===== src/rtl/seg_scan_pkg.sv =====
// Shared constants for the seven-segment scan controller: segment patterns,
// blank pattern and brightness width.
package seg_scan_pkg;

    localparam int BRIGHT_W = 4;

    localparam logic [6:0] SEG_BLANK = 7'h7F;

    // Active-low {g,f,e,d,c,b,a}, entry n is the glyph for hex digit n.
    localparam logic [15:0][6:0] SEG_LUT = {
        7'h0E, 7'h06, 7'h21, 7'h46, 7'h03, 7'h08, 7'h10, 7'h00,
        7'h78, 7'h02, 7'h12, 7'h19, 7'h30, 7'h24, 7'h79, 7'h40
    };

endpackage


===== src/rtl/seg_scan_controller_hex_to_seg7.sv =====
// Combinational hex nibble to active-low seven-segment pattern.
// Zero latency; no flow control.
module hex_to_seg7
    import seg_scan_pkg::*;
(
    input  logic [3:0] nib_i,
    output logic [6:0] seg_o
);

    assign seg_o = SEG_LUT[nib_i];

endmodule


===== src/rtl/seg_scan_controller.sv =====
// Round-robin seven-segment scanner with prescaler, digit masking, PWM dimming
// and frame-latched digit data. Outputs are registered (one cycle after state).
module seg_scan_controller
    import seg_scan_pkg::*;
#(
    parameter int NUM_DIGITS  = 8,
    parameter int REFRESH_DIV = 100000
) (
    input  logic                    clk,
    input  logic                    rst_n,
    input  logic                    en,
    input  logic [NUM_DIGITS-1:0]   digit_mask,
    input  logic [4*NUM_DIGITS-1:0] digits,
    input  logic [NUM_DIGITS-1:0]   dp_in,
    input  logic [BRIGHT_W-1:0]     brightness,
    output logic [NUM_DIGITS-1:0]   AN,
    output logic [6:0]              SEG,
    output logic                    DP,
    output logic                    frame_tick
);

    localparam int IW = $clog2(NUM_DIGITS);
    localparam int PW = $clog2(REFRESH_DIV);

    logic [PW-1:0]           pcnt_q, pcnt_d;
    logic [IW-1:0]           idx_q, idx_d;
    logic [4*NUM_DIGITS-1:0] sdig_q, sdig_d;
    logic [NUM_DIGITS-1:0]   sdp_q, sdp_d;
    logic [NUM_DIGITS-1:0]   an_q, an_d;
    logic [6:0]              seg_q, seg_d;
    logic                    dp_q, dp_d;
    logic                    ft_q, ft_d;

    logic                    slot_end;
    logic                    wrap;
    logic                    found;
    logic [IW-1:0]           cand;
    logic [IW-1:0]           nxt_idx;
    logic [31:0]             on_limit;
    logic [6:0]              cur_seg;

    assign slot_end = en && (pcnt_q == PW'(REFRESH_DIV - 1));
    assign on_limit = ((32'(brightness) + 32'd1) * 32'(REFRESH_DIV)) >> 4;

    // Next enabled digit after idx, wrapping; idx itself is the last candidate.
    always_comb begin
        nxt_idx = idx_q;
        found   = 1'b0;
        cand    = idx_q;
        for (int k = 1; k <= NUM_DIGITS; k++) begin
            cand = IW'((int'(idx_q) + k) % NUM_DIGITS);
            if (!found && digit_mask[cand]) begin
                nxt_idx = cand;
                found   = 1'b1;
            end
        end
    end

    assign wrap = slot_end && (nxt_idx <= idx_q);

    hex_to_seg7 u_dec (
        .nib_i (sdig_q[{idx_q, 2'b00} +: 4]),
        .seg_o (cur_seg)
    );

    always_comb begin
        pcnt_d = pcnt_q + PW'(1);
        idx_d  = idx_q;
        sdig_d = sdig_q;
        sdp_d  = sdp_q;
        ft_d   = wrap;
        if (!en || slot_end) begin
            pcnt_d = '0;
        end
        if (slot_end) begin
            idx_d = nxt_idx;
        end
        // Latch on the wrap edge so the first slot of the new frame already sees it.
        if (wrap) begin
            sdig_d = digits;
            sdp_d  = dp_in;
        end

        an_d = '1;
        if (en && digit_mask[idx_q] && (32'(pcnt_q) < on_limit)) begin
            an_d[idx_q] = 1'b0;
        end
        seg_d = cur_seg;
        dp_d  = ~sdp_q[idx_q];
    end

    always_ff @(posedge clk or negedge rst_n) begin
        if (!rst_n) begin
            pcnt_q <= '0;
            idx_q  <= '0;
            sdig_q <= '0;
            sdp_q  <= '0;
            an_q   <= '1;
            seg_q  <= SEG_BLANK;
            dp_q   <= 1'b1;
            ft_q   <= 1'b0;
        end else begin
            pcnt_q <= pcnt_d;
            idx_q  <= idx_d;
            sdig_q <= sdig_d;
            sdp_q  <= sdp_d;
            an_q   <= an_d;
            seg_q  <= seg_d;
            dp_q   <= dp_d;
            ft_q   <= ft_d;
        end
    end

    assign AN         = an_q;
    assign SEG        = seg_q;
    assign DP         = dp_q;
    assign frame_tick = ft_q;

endmodule


===== config.mk =====
export PLATFORM = sky130hd
export DESIGN_NAME = seg_scan_controller
export DESIGN_NICKNAME = d
export VERILOG_FILES = /design/src/rtl/seg_scan_pkg.sv /design/src/rtl/seg_scan_controller_hex_to_seg7.sv /design/src/rtl/seg_scan_controller.sv
export SDC_FILE = /design/constraint.sdc
export NUM_CORES = 1
export LEC_CHECK = 0
export CAP_MARGIN = 5
export CORE_MARGIN = 1.5
export CORE_UTILIZATION = 45
export DETAILED_ROUTE_END_ITERATION = 12
export GPL_ROUTABILITY_DRIVEN = 0
export HOLD_SLACK_MARGIN = 0.1
export PLACE_DENSITY_LB_ADDON = 0.2
export SYNTH_ARGS = -nofsm -noshare
export SYNTH_HDL_FRONTEND = slang
export SYNTH_HIERARCHICAL = 1
export SYNTH_SLANG_ARGS = --single-unit

===== constraint.sdc =====
create_clock -name clk -period 6.2 [get_ports clk]
set_clock_uncertainty 0.15 [all_clocks]
set_input_delay 0.62 -clock clk [delete_from_list [all_inputs] [get_ports clk]]
set_output_delay 0.62 -clock clk [all_outputs]
set_load 0.05 [all_outputs]

==> metrics.yaml <==
status:
  run_status: "complete, no violations"
floorplan:
  die-area_um2: 13300
  num_rows: 40
  floorplan.io_pins: 72
  floorplan.core_area_um2: 12200
  die_width_um: 116
  die_y_um: 116
  initial_utilization_pct: 46.9
setup_path:
  critical-path-slowest-cell: "clkdlybuf4s50_1"
  critPathBufInv: 1
  crit_path_cell_trace: "clkdlybuf4s50_1 -> ha_1 -> and3_1 -> ha_1 -> xor2_1 -> ha_1 -> ha_1 -> ha_1 -> and3b_1 -> o21ai_0 -> a21oi_1 -> o21ai_0 -> a21boi_0 -> o21ai_0 -> xor2_1 -> ha_1 -> a2111oi_1 -> nor2b_1 -> a2111o_1 -> a41oi_1 -> o21ai_0 -> o21ai_0"
  worstPathRequired_ns: 6.28
  timing.critical_path.mode_cell: "ha_1"
  worst_path_dominant_cell_family: "compound AO/OA/AOI/OAI gates"
  peak_fanout_along_the_critical_path: 8
  critical_path.startpoint_type: "primary input"
  max_stage_delay_ns: 0.47
  timing.critical_path.to_type: "flip-flop"
  critPathArrivalTime_ns: 5.84
  path_class: "in2reg"
logic_synthesis:
  synth.lib_cells_used.distinct: 61
  ys_async_sr_fraction_pct: 100
  area_fraction_in_and_or_nand_and_nor_cells_after_synthesis_pct: 11.7
  synth_compound_area_share_pct: 9.03
  synth_flop_cell: "dfrtp_1"
  synth_seq_cells: 77
  post_synth_xor_area_fraction_pct: 5.23
  synth_adder_area_share_pct: 14.6
  post_synth_instance_area_um2: 5700
  synth-seq-area-share_pct: 34.2
  main_combinational_cell_family_by_area_after_synthesis: "multiplexers"
  synthTopCellsByArea: "dfrtp_1 27%, ha_1 14%, mux4_2 9.9%"
  synth.mux.area_fraction_pct: 21.7
  synthCells: 522
  post-synth-top-area-cell: "dfrtp_1"
  number_of_enable_type_register_cells_in_the_synthesized_netlist: 0
  postSynthAreaPerCell_um2: 10.9
  synth_top_area_share_pct: 26.8
  mappedNetlistNets: 643
  synthesis.yosys.warnings: 6
timing:
  finalMaxSlewViolations: 0
  report.final.setup_viol: 0
  timing.fmax_mhz: 174
  final.min_clock_period_ns: 5.76
  hold_viol_final: 0
  tightest_slew_ns: 0.951
  layout_worst_path_cycle_share_pct: 92.9
  timing.slew.headroom_pct: 36.6
  rsz0062_at_grt: "false"
  fin_tns_setup_ns: 0
cells_and_area:
  nets: 714
  final_cell_mix: "70 x clkdlybuf4s50_1, 65 x ha_1, 61 x dfrtp_1"
  area_growth_pct: 20.8
  final_layout_size_suffix_gt1_share_pct: 20.1
  n_antenna_cell: 0
  layout_commonest_cell: "clkdlybuf4s50_1"
  final_core_util_pct: 56.6
  number_of_filler_cells_placed_in_the_layout: 1074
drt:
  drcViolationCount: 0
  via_count: 4170
  dr.pass1.iters: 4
  drt_wl_total_um: 11700
  drt_iter0_drc: 205
  drtAntennaViolNets: 0
  route.detailed.vias_per_inst: 5.44
  post_drt_wl_per_cell_um: 15.2
cts:
  clock_latency_ns: 0.34
  cts_max_path_buffers: 2
  ctsHtreeMaxLevel: 3
  num_cts_buffers: 9
  clock_sink_count: 77
  cts.repair_timing.setup_buffer_count: 0
  clk_transition_reported_paths_ns: 0.06
  cts.root.buffer_cell: "clkbuf_16"
  clock_tree_from_tritoncts: "done"
power_and_ir_drop:
  power.sequential.fraction_pct: 39.1
  clkPwrFrac_pct: 40.7
  cellPowerDensity_nw_per_um2: 189
  vdd_ir_drop_max_mv: 0.232
  p_int_uw: 955
  share_comb_of_total_power_pct: 20.2
  power.switching_uw: 343
  p_sw_share_pct: 26.4
  total_power_mw: 1.30
  p_leak_nw: 3.07
placement:
  post-dp-hpwl_um: 8790
  io_buffers: 71
worst_hold_path:
  hold_path.class: "in2async"
global_routing:
  global_route_usage_over_all_layers_pct: 19.1
  number_of_global_route_vias_before_repair: 4178
  grt_overflow: 0
  grt_first_pass_wirelength_um: 20100
  grt_antenna_before_repair: 0
  grt_max_degree: 78
job:
  drv.max_cap_violation_count: 0
[metal layers]
| metal | global-route usage (%) | vias to the layer above | wire [µm] | part of all wire, % |
|---|---|---|---|---|
| li1 | - | 2047 | - | - |
| met1 | 25.9 | 2024 | 5460 | 47 |
| met2 | 30.4 | 92 | 5430 | 47 |
| met3 | 5.54 | 7 | 651 | 5.6 |
| met4 | 4.69 | 0 | 112 | 0.96 |
| met5 | 0 | - | 0 | 0 |
[flip-flops by register name (all words and copies together), names as in the netlist]
register,flops
DP,1
AN,8
pcnt_q,17
frame_tick,1
idx_q,3
SEG,7
sdig_q,32
sdp_q,8
[through the flow]
stage               hold WS (ns)  instances  setup WS (ns)  area (µm²)
finish                     0.261        766          0.442        6890
global route               0.351        766         0.0104        6890
CTS                        0.307        766          0.426        6880
detailed placement         0.330        750         0.0871        6580
global placement           0.330        750          0.340        6580
floorplan                  0.174        522           1.07        5700
[power by group through the flow]
stage / Combinational, mW / Clock (mW) / Sequential, mW
3_3_place_gp: 0.255 / 0 / 0.516
5_1_grt: 0.299 / 0.568 / 0.507
6_report: 0.263 / 0.529 / 0.507
4_1_cts: 0.264 / 0.544 / 0.507
2_1_floorplan: 0.167 / 0 / 0.517
3_5_place_dp: 0.262 / 0 / 0.516
[synth_stat cells, types with 3 or more instances]
cell       n
and3_1     6
nor2_1    39
dfrtp_1   61
inv_1     24
xor2_1    19
nor3_1    13
nand2b_1   3
buf_1      4
buf_2      7
o21a_1     4
buf_6      3
a31oi_1    3
clkbuf_1   5
nand3_1   13
a22o_1     4
dfstp_2   16
nand2_1   35
nor2b_1    3
a21oi_1   18
and2_1     4
mux2i_1   10
or3_1      3
o21bai_1   3
xnor2_1   15
mux4_2    25
a21o_1     6
o21ai_0   23
ha_1      65
mux2_2    46
[area by class of cell]
| class | instances | area, µm² | share of cell area (%) |
|---|---|---|---|
| Multi-Input combinational cell | 400 | 3560 | 51.7 |
| Clock inverter | 5 | 60.1 | 0.872 |
| Clock buffer | 11 | 243 | 3.53 |
| Tap cell | 168 | 210 | 3.05 |
| Sequential cell | 77 | 1950 | 28.3 |
| Timing Repair Buffer | 79 | 768 | 11.2 |
| Inverter | 26 | 97.6 | 1.42 |
[final timing paths]
| path | from | to | slack (ns) | cells past startpoint |
|---|---|---|---|---|
| min reg2reg | pcnt_q[0] | pcnt_q[0] | 0.34 | 1 |
| max | brightness[1] | AN[5] | 0.44 | 22 |
| min in group clk | pcnt_q[0] | pcnt_q[0] | 0.34 | 1 |
| min | rst_n | sdig_q[22] | 0.26 | 1 |
| max in group asynchronous | rst_n | idx_q[0] | 5.01 | 1 |
| max reg2reg | idx_q[0] | sdig_q[6] | 1.61 | 15 |
[cell families after synthesis]
group                    after synthesis
AO/OA/AOI/OAI                         80
XOR/XNOR                              34
adder cells (fa/ha/maj)               66
buffers and inverters                 45
flip-flops                            77
multiplexers                          84
AND/OR/NAND/NOR                      136
[timing repair]
item,4_1_cts,5_1_grt
hold buffers,0,0
resized for setup,0,1
endpoints found under the setup margin,0,8
No activity file was read; power rests on OpenSTA's default activity.
